===== src/rtl/ex_muldiv.sv =====
// ex_muldiv: RV32M multiply/divide execute unit.
// Iterative shift-add multiply, restoring divide.
module ex_muldiv #(
  parameter int XLEN     = 32,
  parameter int MUL_ITER = 1
) (
  input  logic            clk,
  input  logic            rst_n,
  input  logic            start_i,
  input  logic [2:0]      funct3_i,
  input  logic [XLEN-1:0] op1_i,
  input  logic [XLEN-1:0] op2_i,
  input  logic [4:0]      rd_addr_i,
  input  logic            flush_i,
  output logic            busy_o,
  output logic            hold_flag_o,
  output logic            done_o,
  output logic [4:0]      rd_addr_o,
  output logic [XLEN-1:0] rd_data_o,
  output logic            rd_wen_o
);

  localparam int CW = $clog2(XLEN);
  localparam logic [1:0] IDLE = 2'd0;
  localparam logic [1:0] CALC = 2'd1;
  localparam logic [1:0] DONE = 2'd2;
  localparam logic [CW-1:0] CNT_LAST = CW'(XLEN - 1);
  localparam logic [XLEN-1:0] MOST_NEG =
    {1'b1, {(XLEN-1){1'b0}}};

  logic [1:0]        state_q, state_d;
  logic [2:0]        f3_q, f3_d;
  logic [4:0]        rd_q, rd_d;
  logic              neg_q, neg_d;
  logic [CW-1:0]     cnt_q, cnt_d;
  logic [2*XLEN-1:0] acc_q, acc_d;
  logic [2*XLEN-1:0] mcand_q, mcand_d;
  logic [XLEN-1:0]   mplier_q, mplier_d;

  logic            is_div, s1, s2;
  logic            sign1, sign2, div0, ovf;
  logic [XLEN-1:0] abs1, abs2;
  logic [XLEN:0]   tmp, diff;
  logic            ge;

  // Operand conditioning for the issue edge
  always_comb begin
    is_div = funct3_i[2];
    s1 = is_div ? !funct3_i[0]
                : (funct3_i[1:0] != 2'b11);
    s2 = is_div ? !funct3_i[0] : !funct3_i[1];
    sign1 = s1 & op1_i[XLEN-1];
    sign2 = s2 & op2_i[XLEN-1];
    abs1 = sign1 ? -op1_i : op1_i;
    abs2 = sign2 ? -op2_i : op2_i;
    div0 = is_div && (op2_i == '0);
    ovf = is_div && s2 && (op1_i == MOST_NEG)
       && (op2_i == '1);
  end

  // Restoring divide step on {rem, quo} in acc
  always_comb begin
    tmp  = acc_q[2*XLEN-1:XLEN-1];
    diff = tmp - {1'b0, mcand_q[XLEN-1:0]};
    ge   = !diff[XLEN];
  end

  // FSM and datapath next-state
  always_comb begin
    state_d  = state_q;
    f3_d     = f3_q;
    rd_d     = rd_q;
    neg_d    = neg_q;
    cnt_d    = cnt_q;
    acc_d    = acc_q;
    mcand_d  = mcand_q;
    mplier_d = mplier_q;
    case (state_q)
      IDLE: begin
        if (start_i && !flush_i) begin
          f3_d  = funct3_i;
          rd_d  = rd_addr_i;
          cnt_d = '0;
          neg_d = (is_div && funct3_i[1]) ? sign1
                : (sign1 ^ sign2);
          if (div0) begin
            acc_d   = {op1_i, {XLEN{1'b1}}};
            neg_d   = 1'b0;
            state_d = DONE;
          end else if (ovf) begin
            acc_d   = {{XLEN{1'b0}}, op1_i};
            neg_d   = 1'b0;
            state_d = DONE;
          end else if (is_div) begin
            acc_d   = {{XLEN{1'b0}}, abs1};
            mcand_d = {{XLEN{1'b0}}, abs2};
            state_d = CALC;
          end else begin
            acc_d    = '0;
            mcand_d  = {{XLEN{1'b0}}, abs1};
            mplier_d = abs2;
            state_d  = CALC;
          end
        end
      end
      CALC: begin
        if (flush_i) begin
          state_d = IDLE;
        end else if (f3_q[2]) begin
          acc_d = {ge ? diff[XLEN-1:0] : tmp[XLEN-1:0],
                   acc_q[XLEN-2:0], ge};
          cnt_d = cnt_q + 1'b1;
          if (cnt_q == CNT_LAST) state_d = DONE;
        end else if (MUL_ITER == 0) begin
          acc_d   = mcand_q * {{XLEN{1'b0}}, mplier_q};
          state_d = DONE;
        end else begin
          if (mplier_q[0]) acc_d = acc_q + mcand_q;
          mcand_d  = mcand_q << 1;
          mplier_d = mplier_q >> 1;
          cnt_d    = cnt_q + 1'b1;
          if (cnt_q == CNT_LAST) state_d = DONE;
        end
      end
      DONE:    state_d = IDLE;
      default: state_d = IDLE;
    endcase
  end

  // State and datapath registers
  always_ff @(posedge clk or negedge rst_n) begin
    if (!rst_n) begin
      state_q  <= IDLE;
      f3_q     <= '0;
      rd_q     <= '0;
      neg_q    <= 1'b0;
      cnt_q    <= '0;
      acc_q    <= '0;
      mcand_q  <= '0;
      mplier_q <= '0;
    end else begin
      state_q  <= state_d;
      f3_q     <= f3_d;
      rd_q     <= rd_d;
      neg_q    <= neg_d;
      cnt_q    <= cnt_d;
      acc_q    <= acc_d;
      mcand_q  <= mcand_d;
      mplier_q <= mplier_d;
    end
  end

  logic [2*XLEN-1:0] prod;
  logic [XLEN-1:0]   dsel, res;

  // Result select with sign correction, gated by done
  always_comb begin
    prod = neg_q ? -acc_q : acc_q;
    dsel = f3_q[1] ? acc_q[2*XLEN-1:XLEN]
                   : acc_q[XLEN-1:0];
    res  = '0;
    case (f3_q)
      3'b000:  res = prod[XLEN-1:0];
      3'b001,
      3'b010,
      3'b011:  res = prod[2*XLEN-1:XLEN];
      default: res = neg_q ? -dsel : dsel;
    endcase
    busy_o      = (state_q != IDLE);
    hold_flag_o = ((state_q == IDLE) && start_i
                   && !flush_i) || (state_q == CALC);
    done_o      = (state_q == DONE) && !flush_i;
    rd_wen_o    = done_o;
    rd_addr_o   = done_o ? rd_q : 5'd0;
    rd_data_o   = done_o ? res : '0;
  end

endmodule


===== config.mk =====
export PLATFORM = sky130hd
export DESIGN_NAME = ex_muldiv
export DESIGN_NICKNAME = d
export VERILOG_FILES = /design/src/rtl/ex_muldiv.sv
export SDC_FILE = /design/constraint.sdc
export NUM_CORES = 1
export LEC_CHECK = 0
export BUFFER_PORTS_ARGS = -buffer_cell sky130_fd_sc_hd__buf_2
export CORE_MARGIN = 2
export CORE_UTILIZATION = 23
export CTS_CLUSTER_DIAMETER = 100
export CTS_CLUSTER_SIZE = 14
export DETAILED_ROUTE_END_ITERATION = 10
export PLACE_DENSITY = 0.48
export REMOVE_ABC_BUFFERS = 1
export SYNTH_ARGS = -nofsm -noshare
export SYNTH_HDL_FRONTEND = slang
export SYNTH_SLANG_ARGS = --single-unit

===== constraint.sdc =====
create_clock -name clk -period 5.1 [get_ports clk]
set_input_delay 1.02 -clock clk [delete_from_list [all_inputs] [get_ports clk]]
set_output_delay 1.02 -clock clk [all_outputs]
set_load 0.05 [all_outputs]

Word-level counts from Yosys, hierarchy flattened
Index checks and enable logic that the tools add are counted.
{"block": "totals", "ff_bits": 176, "latchBits": 0, "output_inout_bits": 41, "elab_cells": 106, "input_bits": 76, "mem_count": 0, "ram_bits": 0, "rom_bits": 0}
{"block": "classes", "n_mux": 45, "n_mul": 0, "n_lt_le_gt_ge": 0, "addsub": 7, "div_mod_pow": 0, "reduce_logical": 26, "n_eq_ne": 17, "bitwise_logic": 3, "shifts": 0}
{"cell": "$mux W64", "n": 11}
{"cell": "$mux W32", "n": 15}
{"cell": "$pmux W64 S2", "n": 2}
{"cell": "$pmux W32 S2", "n": 2}
{"cell": "$neg A32 Y32", "n": 3}
{"cell": "$add A64 B64 Y64", "n": 1}
{"cell": "$eq A32 B32 Y1 const B", "n": 2}
{"cell": "$neg A64 Y64", "n": 1}
{"cell": "$sub A33 B32 Y33", "n": 1}
{"cell": "$logic_not A32 Y1", "n": 1}
{"cell": "$mux W5", "n": 3}
{"cell": "$ne A2 B2 Y1 const B", "n": 7}
{"cell": "$mux W2", "n": 5}
{"cell": "$pmux W5 S2", "n": 1}
{"cell": "$logic_and A1 B1 Y1", "n": 9}
{"cell": "$reduce_and A7 Y1", "n": 1}
{"cell": "$eq A3 B2 Y1 const B", "n": 2}
{"cell": "$ne A3 B3 Y1 const B", "n": 2}
{"cell": "$reduce_and A6 Y1", "n": 1}
{"cell": "$add A5 B1 Y5 const B", "n": 1}
{"cell": "$eq A5 B5 Y1 const B", "n": 1}
{"cell": "$mux W1", "n": 5}
{"cell": "$logic_not A1 Y1", "n": 4}
{"cell": "$pmux W2 S2", "n": 1}
{"cell": "other kinds (13)", "n": 16}

Longest topological paths before layout
Gate-level depths: netlist (run 1).
{"block": "depth", "depth_word": 9, "depth_mapped": 16, "mapped_depth_nobuf": 13}

Worst setup path after synthesis (run 1)
Ideal clock, no wire load.
{"block": "synth_path", "path_type": "register to output", "start": "reg f3_q[1]", "end": "out rd_data_o[22]", "slack_ps": -569, "arrival_time_ps": 4649, "path_buffers": 6, "t_required_ps": 4080, "path_stages_with_launch": 16, "cell_sequence": "dfrtp_1 -> buf_2 -> clkbuf_1 -> buf_2 -> buf_1 -> buf_1 -> clkbuf_1 -> mux2i_1 -> ha_1 -> o221ai_1 -> nor4_1 -> nand4_1 -> o21ai_0 -> xor2_1 -> o221ai_1 -> a21oi_1"}
{"block": "synth_via", "elab_chain_len": 5, "word_cells_on_any_way": 10, "classes_between": "add/sub: 1; eq/ne: 3; mux: 4; reduce/logical: 2"}
{"element": "from (decl)", "line_no": "32", "source": "logic [2:0] f3_q, f3_d;"}
{"element": "from (signal assigned)", "line_no": "134", "source": "f3_q <= '0;"}
{"element": "from (signal assigned)", "line_no": "143", "source": "f3_q <= f3_d;"}
{"element": "$mux W32", "line_no": "159", "source": "dsel = f3_q[1] ? acc_q[2*XLEN-1:XLEN]"}
{"element": "$neg A32 Y32", "line_no": "167", "source": "default: res = neg_q ? -dsel : dsel;"}
{"element": "$mux W32", "line_no": "167"}
{"element": "$pmux W32 S2 (*)", "line_no": "162", "source": "case (f3_q)"}
{"element": "$mux W32 (*)", "line_no": "175", "source": "rd_data_o = done_o ? res : '0;"}
{"element": "to (decl)", "line_no": "19", "source": "output logic [XLEN-1:0] rd_data_o,"}
Mark *: on every way between the ends. The rest lies on a longest branch, timed or not.

Worst setup path after layout (run 1)
{"block": "layout_path", "start": "reg acc_q[29]", "end": "out rd_data_o[28]"}
{"block": "layout_via", "elab_chain_len": 4}
{"element": "from (decl)", "line_no": "36", "source": "logic [2*XLEN-1:0] acc_q, acc_d;"}
{"element": "from (signal assigned)", "line_no": "138", "source": "acc_q <= '0;"}
{"element": "from (signal assigned)", "line_no": "147", "source": "acc_q <= acc_d;"}
{"element": "$neg A64 Y64", "line_no": "158", "source": "prod = neg_q ? -acc_q : acc_q;"}
{"element": "$mux W64", "line_no": "158"}
{"element": "$pmux W32 S2", "line_no": "162"}
{"element": "$mux W32", "line_no": "175"}
Every way passes these cells.

==> results of run 1 <==
[what timing repair did]
action	in CTS	in global routing
setup buffers	0	2
resized for setup	8	17
pin swaps	0	4
setup endpoints to repair	9	10
[worst reg2reg max path: stages, from the launching register on]
cell	delay, ns
dfrtp_1	0.47
ha_1	0.26
fa_1	0.43
a21o_1	0.23
a221oi_1	0.26
buf_4	0.19
or4_1	0.12
nand3_1	0.15
nor3_1	0.56
o31ai_1	0.31
a21oi_1	0.44
a21oi_1	0.12
o31a_1	0.30
a211oi_1	0.22
[kinds of logic (layout without fill, tap and decap cells)]
group                    count (synthesis)  count (layout)  synth area share, %
flip-flops                             176             176                 23.2
multiplexers                            69              69                 3.69
buffers and inverters                  253             320                 5.34
other                                    0               2                    0
AO/OA/AOI/OAI                          905             905                 30.2
XOR/XNOR                               233             233                 10.7
AND/OR/NAND/NOR                        812             812                 20.0
adder cells (fa/ha/maj)                104             104                 6.92
[report_power, final]
group	leakage, nW	internal, mW	switching, mW	total [mW]
sequential	2.25	1.88	0.728	2.61
combinational	6.62	3.31	5.74	9.05
clock	0.286	0.743	0.632	1.38
[routing by layer]
layer	global-route usage, %	vias up	routed length, um
met5	0	-	129
li1	-	9422	-
met2	33.2	582	40500
met4	6.14	20	2270
met3	2.31	126	4390
met1	25.6	9676	37100
[worst min path at each step]
stage             from       to  slack [ns]
3_5_place_dp   rd_q[4]  rd_q[4]        0.46
3_3_place_gp   rd_q[1]  rd_q[1]        0.45
5_1_grt        rd_q[0]  rd_q[0]        0.50
6_report       rd_q[1]  rd_q[1]        0.47
2_1_floorplan  rd_q[0]  rd_q[0]        0.44
4_1_cts        rd_q[4]  rd_q[4]        0.47
[state kept, by name, summed over array words and instances, names as in the netlist]
name and flops:
rd_q 5, state_q 2, neg_q 1, f3_q 3
acc_q 64, cnt_q 5, mplier_q 32, mcand_q 64
[per-stage QoR]
stage	worst slack [ns]	std cells
floorplan	-3.58	2370
global placement	0.161	3655
detailed placement	0.178	3655
CTS	0.00996	3687
global route	-0.0428	3689
finish	0.0902	3691
[final cells by class]
| type | count | area share [%] |
|---|---|---|
| inverters | 71 | 1.22 |
| multi-input cells | 2123 | 63.0 |
| clock inverters | 11 | 0.528 |
| repair buffers | 217 | 6.69 |
| well taps | 1070 | 6.14 |
| flip-flops and latches | 176 | 20.2 |
| diodes | 2 | 0.0230 |
| clock buffers | 21 | 2.11 |
[layout by cell type (no fill, tap or decap), types with 23 or more instances in the layout]
| cell | Yosys | routed |
|---|---|---|
| nand3_1 | 35 | 34 |
| buf_2 | 15 | 111 |
| o211ai_1 | 27 | 27 |
| dfrtp_1 | 176 | 173 |
| a21o_1 | 58 | 58 |
| buf_4 | 6 | 94 |
| a221oi_1 | 29 | 26 |
| mux2i_1 | 61 | 61 |
| xor2_1 | 114 | 114 |
| or3_1 | 24 | 23 |
| nand4_1 | 38 | 38 |
| a21oi_1 | 251 | 249 |
| o21a_1 | 24 | 23 |
| ha_1 | 102 | 102 |
| nor3_1 | 55 | 53 |
| nand2_1 | 303 | 303 |
| a211oi_1 | 51 | 51 |
| xnor2_1 | 119 | 119 |
| nand2b_1 | 24 | 23 |
| a22o_1 | 33 | 33 |
| o21ai_0 | 249 | 248 |
| nor2_1 | 204 | 203 |
| inv_1 | 71 | 71 |
| o31ai_1 | 36 | 36 |
==> run_summary.xml, run 1 <==
<?xml version="1.0" encoding="UTF-8"?>
<metrics>
  <group name="setup_path">
    <metric name="r2r_cells" unit="">13</metric>
    <metric name="critPathBufInv" unit="">2</metric>
    <metric name="most_repeated_library_cell_on_the_critical_path" unit="">or4_4</metric>
    <metric name="worstPathRequired" unit="ns">4.08</metric>
    <metric name="critical-path-max-stage-delay" unit="ns">0.56</metric>
    <metric name="critical_path_depth" unit="">12</metric>
    <metric name="critical-path-top-delay-family" unit="">simple AND/OR/NAND/NOR gates</metric>
    <metric name="reg2reg_to" unit="">acc_q[54]</metric>
    <metric name="timing.critical_path.fanout_max" unit="">3</metric>
    <metric name="criticalPathCategory" unit="">flip-flop to output pin</metric>
    <metric name="reg2reg_setup_slack" unit="ns">0.92</metric>
    <metric name="critical_path_arrival" unit="ns">3.99</metric>
    <metric name="sort_of_element_at_the_end_of_the_critical_path" unit="">output pin</metric>
    <metric name="cp_capture_point" unit="">rd_data_o[28]</metric>
    <metric name="path_cells" unit="">or4_4, or3_4, nor4_4, nand4_1, or4_4, o21a_4, a21oi_2, xor2_1, a221o_1, a21oi_4, buf_4, buf_8</metric>
    <metric name="critical_path.reg2reg.startpoint" unit="">mcand_q[0]</metric>
    <metric name="start_kind" unit="">flip-flop</metric>
    <metric name="crit_path_top_delay_cell" unit="">or4_4</metric>
    <metric name="startpoint" unit="">acc_q[29]</metric>
  </group>
  <group name="worst_hold_path">
    <metric name="holdCritPathClass" unit="">flip-flop to flip-flop</metric>
    <metric name="whs_path_depth" unit="">2</metric>
  </group>
  <group name="cells_and_area">
    <metric name="multi_input_comb_area" unit="um^2">13700</metric>
    <metric name="post-route-util" unit="%">26.6</metric>
    <metric name="sequential_cell_area" unit="um^2">4410</metric>
    <metric name="area_growth_syn_to_layout" unit="%">14.6</metric>
    <metric name="post_route_cells_drive_above_1_share" unit="%">11.6</metric>
    <metric name="fin_nets" unit="">2786</metric>
    <metric name="fillCellCount" unit="">9115</metric>
    <metric name="postLayoutCellArea" unit="um^2">21800</metric>
  </group>
  <group name="timing">
    <metric name="fin_skew" unit="ns">0.00838</metric>
    <metric name="fmaxAchievable" unit="MHz">200</metric>
    <metric name="worst_slew_margin_rel" unit="%">24.7</metric>
    <metric name="setup-violations-final" unit="">0</metric>
    <metric name="period_minus_slack" unit="ns">5.01</metric>
    <metric name="final.period_utilization" unit="%">98.2</metric>
    <metric name="rsz0062_at_grt" unit="">true</metric>
    <metric name="timing_max_transition_violations_final" unit="">0</metric>
    <metric name="tightest_slew" unit="ns">1.12</metric>
    <metric name="final_hold_viol_count" unit="">0</metric>
    <metric name="fin_worst_hold_slack" unit="ns">0.471</metric>
    <metric name="fin_tns_setup" unit="ns">0</metric>
  </group>
  <group name="global_routing">
    <metric name="largest_net_degree_at_the_start_of_global_routing" unit="">116</metric>
    <metric name="groute.usage.overall" unit="%">19.5</metric>
    <metric name="global_route_wire_length_before_repair" unit="um">126000</metric>
    <metric name="via_count_of_the_first_global_routing_pass" unit="">19362</metric>
    <metric name="globalRoute.totalOverflow" unit="">0</metric>
    <metric name="grt_antenna_before_repair" unit="">13</metric>
  </group>
  <group name="logic_synthesis">
    <metric name="avgSynthCellArea" unit="um^2">7.45</metric>
    <metric name="yosysTopAreaCell" unit="">dfrtp_1</metric>
    <metric name="ys_ff_latch" unit="">176</metric>
    <metric name="synthTopCellsByArea" unit="">dfrtp_1 (23%), ha_1 (6.7%), a21oi_1 (6.6%), o21ai_0 (6.6%), nand2_1 (6.0%)</metric>
    <metric name="post_synth_num_cell_types" unit="">78</metric>
    <metric name="post-synth-top-count-cell" unit="">nand2_1</metric>
    <metric name="synthDominantCellAreaShare" unit="%">23.2</metric>
    <metric name="yosys-top-cells-count" unit="">nand2_1 (303), a21oi_1 (251), o21ai_0 (249)</metric>
    <metric name="seq_area_frac_synth" unit="%">23.2</metric>
    <metric name="number_of_flops_mapped_to_enable_cells_by_yosys" unit="">0</metric>
    <metric name="ys.warnings.count" unit="">0</metric>
    <metric name="ys_async_sr_fraction" unit="%">100</metric>
    <metric name="synth_area" unit="um^2">19000</metric>
    <metric name="postSynthCellCount" unit="">2552</metric>
    <metric name="synthFlopType" unit="">dfrtp_1</metric>
  </group>
  <group name="detailed_routing">
    <metric name="viasPerCell" unit="">5.37</metric>
    <metric name="detail_route.iter0.violations" unit="">1756</metric>
    <metric name="first_pass_drt_iterations" unit="">6</metric>
    <metric name="drc" unit="">0</metric>
    <metric name="vias" unit="">19826</metric>
    <metric name="total_wirelength" unit="um">84400</metric>
    <metric name="route.detailed.wl_per_inst" unit="um">22.9</metric>
    <metric name="detail-route-antenna-nets" unit="">0</metric>
  </group>
  <group name="clocking">
    <metric name="cts_root_buf" unit="">clkbuf_16</metric>
    <metric name="cts.sink_count" unit="">176</metric>
    <metric name="path_clk_slew" unit="ns">0.07</metric>
    <metric name="cts_tree" unit="">done</metric>
    <metric name="cts_buffer_depth" unit="">2</metric>
    <metric name="cts_htree_levels" unit="">4</metric>
    <metric name="cts-buffers-inserted" unit="">17</metric>
    <metric name="hold_fix_buffer_count_after_cts" unit="">0</metric>
    <metric name="insertion_delay" unit="ns">0.48</metric>
  </group>
  <group name="floorplanning">
    <metric name="die_ar" unit="um^2">85000</metric>
    <metric name="starting_utilization_of_the_core_area" unit="%">23.2</metric>
    <metric name="die_x" unit="um">292</metric>
    <metric name="num_rows" unit="">105</metric>
    <metric name="design.core.area" unit="um^2">82000</metric>
    <metric name="dieHeight" unit="um">292</metric>
    <metric name="pin_count" unit="">117</metric>
  </group>
  <group name="pwr">
    <metric name="power.density" unit="nW/um^2">598</metric>
    <metric name="ir_drop" unit="uV">229</metric>
    <metric name="leakagePower" unit="nW">9.16</metric>
    <metric name="design_power_total" unit="mW">13.0</metric>
  </group>
  <group name="place">
    <metric name="placed_area" unit="um^2">21100</metric>
    <metric name="gp_routability_congestion" unit="">0.974</metric>
    <metric name="detailed_place_hpwl" unit="um">67500</metric>
    <metric name="port_buffers" unit="">116</metric>
  </group>
  <group name="flow_run">
    <metric name="maxCapViolCount" unit="">0</metric>
  </group>
  <group name="run_status">
    <metric name="outcome" unit="">complete, no violations</metric>
  </group>
</metrics>
Note: power is estimated with default switching activity, not from simulation.
==> inputs of run 2 (changes only) <==
- CTS_BUF_LIST: unset -> sky130_fd_sc_hd__clkbuf_16
==> run 2 against run 1 <==
Compared with the run above:
- first-iteration DRC count increased by 3.7%
- clock skew increased by 0.0026 ns
- sequential share of layout area about the same
- design area decreased by 0.10%
- non-clock buffer count unchanged
- fmax about the same
- global-route usage about the same
- count of clock-buffer cells in the layout decreased by 4
- via count increased by 0.45%
- combinational power about the same
==> run_summary.xml, run 2 (synthesis gave the netlist of run 1 again) <==
<?xml version="1.0" encoding="UTF-8"?>
<metrics>
  <group name="run_status">
    <metric name="outcome" unit="">complete, no violations</metric>
  </group>
  <group name="global_routing">
    <metric name="largest_net_degree_at_the_start_of_global_routing" unit="">116</metric>
    <metric name="via_count_of_the_first_global_routing_pass" unit="">19347</metric>
    <metric name="global_route_wire_length_before_repair" unit="um">126000</metric>
    <metric name="groute.usage.overall" unit="%">19.5</metric>
    <metric name="globalRoute.totalOverflow" unit="">0</metric>
    <metric name="grt_antenna_before_repair" unit="">13</metric>
  </group>
  <group name="cells_and_area">
    <metric name="post_route_cells_drive_above_1_share" unit="%">11.5</metric>
    <metric name="area_growth_syn_to_layout" unit="%">14.5</metric>
    <metric name="fillCellCount" unit="">9118</metric>
    <metric name="fin_nets" unit="">2786</metric>
    <metric name="largest_registers" unit="">acc_q x64, mcand_q x64, mplier_q x32</metric>
    <metric name="mostFrequentLayoutCell" unit="">nand2_1</metric>
    <metric name="post-route-util" unit="%">26.6</metric>
    <metric name="mostFrequentLayoutCells" unit="">nand2_1 (303), a21oi_1 (249), o21ai_0 (248), nor2_1 (203), dfrtp_1 (173)</metric>
  </group>
  <group name="floorplanning">
    <metric name="num_rows" unit="">105</metric>
    <metric name="starting_utilization_of_the_core_area" unit="%">23.2</metric>
    <metric name="pin_count" unit="">117</metric>
    <metric name="die_x" unit="um">292</metric>
    <metric name="die_ar" unit="um^2">85000</metric>
    <metric name="design.core.area" unit="um^2">82000</metric>
    <metric name="dieHeight" unit="um">292</metric>
  </group>
  <group name="detailed_routing">
    <metric name="detail-route-antenna-nets" unit="">0</metric>
    <metric name="total_wirelength" unit="um">84600</metric>
    <metric name="drc" unit="">0</metric>
    <metric name="route.detailed.wl_per_inst" unit="um">22.9</metric>
    <metric name="detail_route.iter0.violations" unit="">1821</metric>
    <metric name="first_pass_drt_iterations" unit="">5</metric>
    <metric name="viasPerCell" unit="">5.40</metric>
    <metric name="vias" unit="">19916</metric>
  </group>
  <group name="setup_path">
    <metric name="sort_of_element_at_the_end_of_the_critical_path" unit="">output pin</metric>
    <metric name="critical_path_arrival" unit="ns">3.99</metric>
    <metric name="criticalPathCategory" unit="">flip-flop to output pin</metric>
    <metric name="worstPathRequired" unit="ns">4.08</metric>
    <metric name="start_kind" unit="">flip-flop</metric>
    <metric name="timing.critical_path.fanout_max" unit="">3</metric>
  </group>
  <group name="timing">
    <metric name="tightest_slew" unit="ns">1.12</metric>
    <metric name="timing.final.ws_setup" unit="ns">0.0926</metric>
    <metric name="final.period_utilization" unit="%">98.2</metric>
    <metric name="setup-violations-final" unit="">0</metric>
    <metric name="final_hold_viol_count" unit="">0</metric>
    <metric name="fin_skew" unit="ns">0.0110</metric>
    <metric name="worst_slew_margin_rel" unit="%">24.4</metric>
    <metric name="period_minus_slack" unit="ns">5.01</metric>
    <metric name="timing_max_transition_violations_final" unit="">0</metric>
    <metric name="rsz0062_at_grt" unit="">true</metric>
    <metric name="fin_tns_setup" unit="ns">0</metric>
    <metric name="fmaxAchievable" unit="MHz">200</metric>
  </group>
  <group name="clocking">
    <metric name="cts_buffer_depth" unit="">2</metric>
    <metric name="hold_fix_buffer_count_after_cts" unit="">0</metric>
    <metric name="path_clk_slew" unit="ns">0.07</metric>
    <metric name="cts_root_buf" unit="">clkbuf_16</metric>
    <metric name="cts-buffers-inserted" unit="">17</metric>
    <metric name="cts.sink_count" unit="">176</metric>
    <metric name="cts_tree" unit="">done</metric>
    <metric name="insertion_delay" unit="ns">0.48</metric>
    <metric name="cts_htree_levels" unit="">4</metric>
  </group>
  <group name="pwr">
    <metric name="power.density" unit="nW/um^2">598</metric>
    <metric name="ir_drop" unit="uV">229</metric>
    <metric name="leakagePower" unit="nW">9.15</metric>
  </group>
  <group name="flow_run">
    <metric name="maxCapViolCount" unit="">0</metric>
  </group>
  <group name="place">
    <metric name="port_buffers" unit="">116</metric>
    <metric name="place_ws" unit="ns">0.178</metric>
    <metric name="detailed_place_hpwl" unit="um">67500</metric>
    <metric name="gp_routability_congestion" unit="">0.974</metric>
  </group>
  <group name="worst_hold_path">
    <metric name="holdCritPathClass" unit="">flip-flop to flip-flop</metric>
  </group>
</metrics>
[run 2: changes by cell type in the layout (fill, tap and decap cells not counted)]
| cell | delta |
|---|---|
| diode_2 | -1 |
| clkbuf_1 | -2 |
| clkinv_1 | +2 |
| clkbuf_8 | -2 |
| inv_1 | +2 |
[run 2: per-layer routing]
metal	up-vias	track usage, %	wire length [um]
li1	9421	-	-
met1	9774	25.8	37800
met2	574	33.1	40600
met3	127	2.15	3870
met4	20	6.15	2280
met5	-	0	129
[run 2: where the power goes]
part | switching [mW] | internal (mW) | leakage, nW
sequential | 0.734 | 1.88 | 2.25
combinational | 5.76 | 3.31 | 6.62
clock | 0.628 | 0.709 | 0.283
[run 2: what timing repair did]
action                     in CTS  in global routing
setup endpoints to repair       9                 10
resized for setup               8                 17
pin swaps                       0                  4
setup buffers                   0                  2
[run 2: through the flow]
stage | power, mW | hold WS, ns | cells | instance area, um^2
2_1_floorplan | 8.44 | 0.438 | 2370 | 18300
3_3_place_gp | 11.5 | 0.453 | 3655 | 21100
3_5_place_dp | 11.4 | 0.456 | 3655 | 21100
4_1_cts | 12.8 | 0.473 | 3687 | 21700
5_1_grt | 14.0 | 0.504 | 3689 | 21800
6_report | 13.0 | 0.471 | 3690 | 21800
[run 2: final cells by class]
type	count	area, um^2	share of cell area [%]
tap	1070	1340	6.15
clock inverter	15	130	0.598
inverter	71	267	1.22
clock buffer	17	425	1.95
timing repair buffer	217	1460	6.70
antenna	1	2.50	0.0115
sequential	176	4410	20.3
multi-input combinational	2123	13700	63.1
[run 2: worst max-delay path, cell delays in order (launching register included)]
cell and delay, ns:
dfrtp_1 0.39, or4_4 0.56, or3_4 0.43, nor4_4 0.27
nand4_1 0.14, or4_4 0.46, o21a_4 0.23, a21oi_2 0.12
xor2_1 0.08, a221o_1 0.38, a21oi_4 0.17, buf_4 0.15
buf_8 0.13
[run 2: path summary, 6_finish.rpt]
| kind | start | endpoint | slack (ns) | cells after the start |
|---|---|---|---|---|
| setup / recovery | acc_q[29] | rd_data_o[28] | 0.09 | 12 |
| hold / removal | rd_q[4] | rd_q[4] | 0.47 | 2 |
| setup reg to reg | mcand_q[0] | acc_q[54] | 0.90 | 13 |
| hold reg to reg | rd_q[4] | rd_q[4] | 0.47 | 2 |
| max in group asynchronous | rst_n | rd_q[0] | 3.45 | 2 |
| min in group asynchronous | rst_n | acc_q[1] | 0.58 | 1 |
==> inputs of run 3 (changes only) <==
- SETUP_SLACK_MARGIN: unset -> 0.2
==> run 3 against run 2 <==
Compared with the run above:
- design area up 0.32%
- sequential power about the same
- critical endpoint unchanged
- combinational power about the same
- clock power about the same
- critical path depth unchanged
- largest cell class unchanged
- fmax up 3.3%
- register-to-register slack better by 0.02 ns
==> run_summary.xml, run 3 (synthesis gave the netlist of run 1 again) <==
<?xml version="1.0" encoding="UTF-8"?>
<metrics>
  <group name="timing">
    <metric name="final.period_utilization" unit="%">95.1</metric>
    <metric name="final_hold_viol_count" unit="">0</metric>
    <metric name="rsz0062_at_grt" unit="">true</metric>
    <metric name="fmaxAchievable" unit="MHz">206</metric>
    <metric name="timing_max_transition_violations_final" unit="">0</metric>
    <metric name="setup-violations-final" unit="">0</metric>
    <metric name="period_minus_slack" unit="ns">4.85</metric>
    <metric name="fin_tns_setup" unit="ns">0</metric>
    <metric name="timing.final.ws_setup" unit="ns">0.251</metric>
    <metric name="worst_slew_margin_rel" unit="%">23.4</metric>
    <metric name="fin_skew" unit="ns">0.00963</metric>
    <metric name="tightest_slew" unit="ns">1.13</metric>
  </group>
  <group name="place">
    <metric name="place_inst" unit="">3655</metric>
    <metric name="place_ws" unit="ns">0.178</metric>
    <metric name="port_buffers" unit="">116</metric>
    <metric name="placed_area" unit="um^2">21100</metric>
    <metric name="gp_routability_congestion" unit="">0.974</metric>
    <metric name="detailed_place_hpwl" unit="um">67500</metric>
  </group>
  <group name="detailed_routing">
    <metric name="drc" unit="">0</metric>
    <metric name="detail-route-antenna-nets" unit="">0</metric>
    <metric name="viasPerCell" unit="">5.36</metric>
    <metric name="route.detailed.wl_per_inst" unit="um">22.9</metric>
    <metric name="first_pass_drt_iterations" unit="">5</metric>
    <metric name="total_wirelength" unit="um">84500</metric>
    <metric name="detail_route.iter0.violations" unit="">1982</metric>
    <metric name="vias" unit="">19783</metric>
  </group>
  <group name="pwr">
    <metric name="share_comb_of_total_power" unit="%">69.7</metric>
    <metric name="power.density" unit="nW/um^2">597</metric>
    <metric name="cellInternalPower" unit="mW">5.92</metric>
    <metric name="netSwitchingFraction" unit="%">54.6</metric>
    <metric name="leakagePower" unit="nW">9.17</metric>
    <metric name="relative_contribution_of_the_clock_network_to_total_power" unit="%">10.3</metric>
    <metric name="ir_drop" unit="uV">228</metric>
    <metric name="power.switching" unit="mW">7.12</metric>
    <metric name="seqPwrFrac" unit="%">20.1</metric>
  </group>
  <group name="setup_path">
    <metric name="critical_path_arrival" unit="ns">3.83</metric>
    <metric name="sort_of_element_at_the_end_of_the_critical_path" unit="">output pin</metric>
    <metric name="worstPathRequired" unit="ns">4.08</metric>
    <metric name="criticalPathCategory" unit="">flip-flop to output pin</metric>
    <metric name="timing.critical_path.fanout_max" unit="">3</metric>
    <metric name="start_kind" unit="">flip-flop</metric>
  </group>
  <group name="clocking">
    <metric name="cts_root_buf" unit="">clkbuf_16</metric>
    <metric name="insertion_delay" unit="ns">0.48</metric>
    <metric name="cts_htree_levels" unit="">4</metric>
    <metric name="cts.sink_count" unit="">176</metric>
    <metric name="cts-buffers-inserted" unit="">17</metric>
    <metric name="hold_fix_buffer_count_after_cts" unit="">0</metric>
    <metric name="path_clk_slew" unit="ns">0.07</metric>
    <metric name="cts_tree" unit="">done</metric>
    <metric name="cts_buffer_depth" unit="">2</metric>
  </group>
  <group name="floorplanning">
    <metric name="die_ar" unit="um^2">85000</metric>
    <metric name="num_rows" unit="">105</metric>
    <metric name="pin_count" unit="">117</metric>
    <metric name="starting_utilization_of_the_core_area" unit="%">23.2</metric>
    <metric name="dieHeight" unit="um">292</metric>
    <metric name="design.core.area" unit="um^2">82000</metric>
    <metric name="die_x" unit="um">292</metric>
  </group>
  <group name="cells_and_area">
    <metric name="sequential_cell_area" unit="um^2">4410</metric>
    <metric name="fin_nets" unit="">2789</metric>
    <metric name="fillCellCount" unit="">9120</metric>
    <metric name="largest_registers" unit="">acc_q x64, mcand_q x64, mplier_q x32</metric>
    <metric name="post_route_cells_drive_above_1_share" unit="%">11.9</metric>
    <metric name="mostFrequentLayoutCells" unit="">nand2_1 (302), a21oi_1 (249), o21ai_0 (247), nor2_1 (201), dfrtp_1 (172)</metric>
    <metric name="area_growth_syn_to_layout" unit="%">14.9</metric>
    <metric name="postLayoutCellArea" unit="um^2">21800</metric>
    <metric name="mostFrequentLayoutCell" unit="">nand2_1</metric>
    <metric name="final_cell_count_no_fill" unit="">3693</metric>
    <metric name="multi_input_comb_area" unit="um^2">13800</metric>
  </group>
  <group name="global_routing">
    <metric name="global_route.peak_usage_layer" unit="">met2</metric>
    <metric name="groute.layer.met1.usage" unit="%">25.8</metric>
    <metric name="largest_net_degree_at_the_start_of_global_routing" unit="">116</metric>
    <metric name="gr-usage-met3" unit="%">2.16</metric>
    <metric name="grt_antenna_before_repair" unit="">13</metric>
    <metric name="globalRoute.totalOverflow" unit="">0</metric>
    <metric name="global_route_wire_length_before_repair" unit="um">126000</metric>
    <metric name="global_route.usage.met2" unit="%">33.2</metric>
    <metric name="groute.usage.overall" unit="%">19.5</metric>
    <metric name="via_count_of_the_first_global_routing_pass" unit="">19390</metric>
  </group>
  <group name="worst_hold_path">
    <metric name="holdCritPathClass" unit="">flip-flop to flip-flop</metric>
  </group>
  <group name="run_status">
    <metric name="outcome" unit="">complete, no violations</metric>
  </group>
  <group name="flow_run">
    <metric name="maxCapViolCount" unit="">0</metric>
  </group>
</metrics>
## run 3: per-stage QoR
stage	power, mW	utilization, %	hold slack, ns
finish	13.0	26.6	0.470
CTS	12.9	26.5	0.473
global placement	11.5	25.7	0.453
floorplan	8.44	-	0.438
global route	14.0	26.6	0.504
detailed placement	11.4	25.7	0.456
## run 3: layout make-up
cell class	instances	share of cell area [%]
multi-input combinational	2123	63.1
clock buffer	17	1.95
inverter	71	1.22
clock inverter	15	0.596
timing repair buffer	220	6.82
sequential	176	20.2
antenna	1	0.0115
tap	1070	6.13
## run 3: per-layer routing
| metal | share of wire (%) | wire [um] |
|---|---|---|
| met1 | 44 | 36900 |
| met2 | 48 | 40700 |
| met3 | 5.4 | 4540 |
| met4 | 2.7 | 2270 |
| met5 | 0.15 | 129 |
## run 3: worst paths after layout
check | from | to | slack [ns] | cells past startpoint
worst max-delay path | acc_q[29] | rd_data_o[28] | 0.25 | 12
worst min-delay path | rd_q[1] | rd_q[1] | 0.47 | 2
worst max register to register | acc_q[0] | acc_q[54] | 0.92 | 13
worst min register to register | rd_q[1] | rd_q[1] | 0.47 | 2
max in group asynchronous | rst_n | rd_q[1] | 3.45 | 2
min in group asynchronous | rst_n | mcand_q[2] | 0.59 | 1
## run 3: critical path, stage by stage (launching register included)
cell and delay (ns):
dfrtp_1 0.39, or4_4 0.55, or3_4 0.39, nor4_4 0.19, nand4_1 0.15, or4_4 0.46
o21a_4 0.23, a21oi_2 0.12, xor2_1 0.08, a221o_1 0.35, a21oi_4 0.19, buf_6 0.13
buf_8 0.13
## run 3: what timing repair did
item	in CTS	in global routing
setup endpoints to repair	18	15
endpoints found under the hold margin	0	0
setup buffers	1	4
gates cloned	0	0
gates resized for setup	20	20
## run 3: power by group through the flow
stage          combinational [mW]  clock (mW)  sequential, mW
2_1_floorplan                5.87           0            2.57
3_3_place_gp                 8.87           0            2.61
3_5_place_dp                 8.83           0            2.61
4_1_cts                      8.92        1.37            2.59
5_1_grt                      9.91        1.42            2.68
6_report                     9.08        1.34            2.62
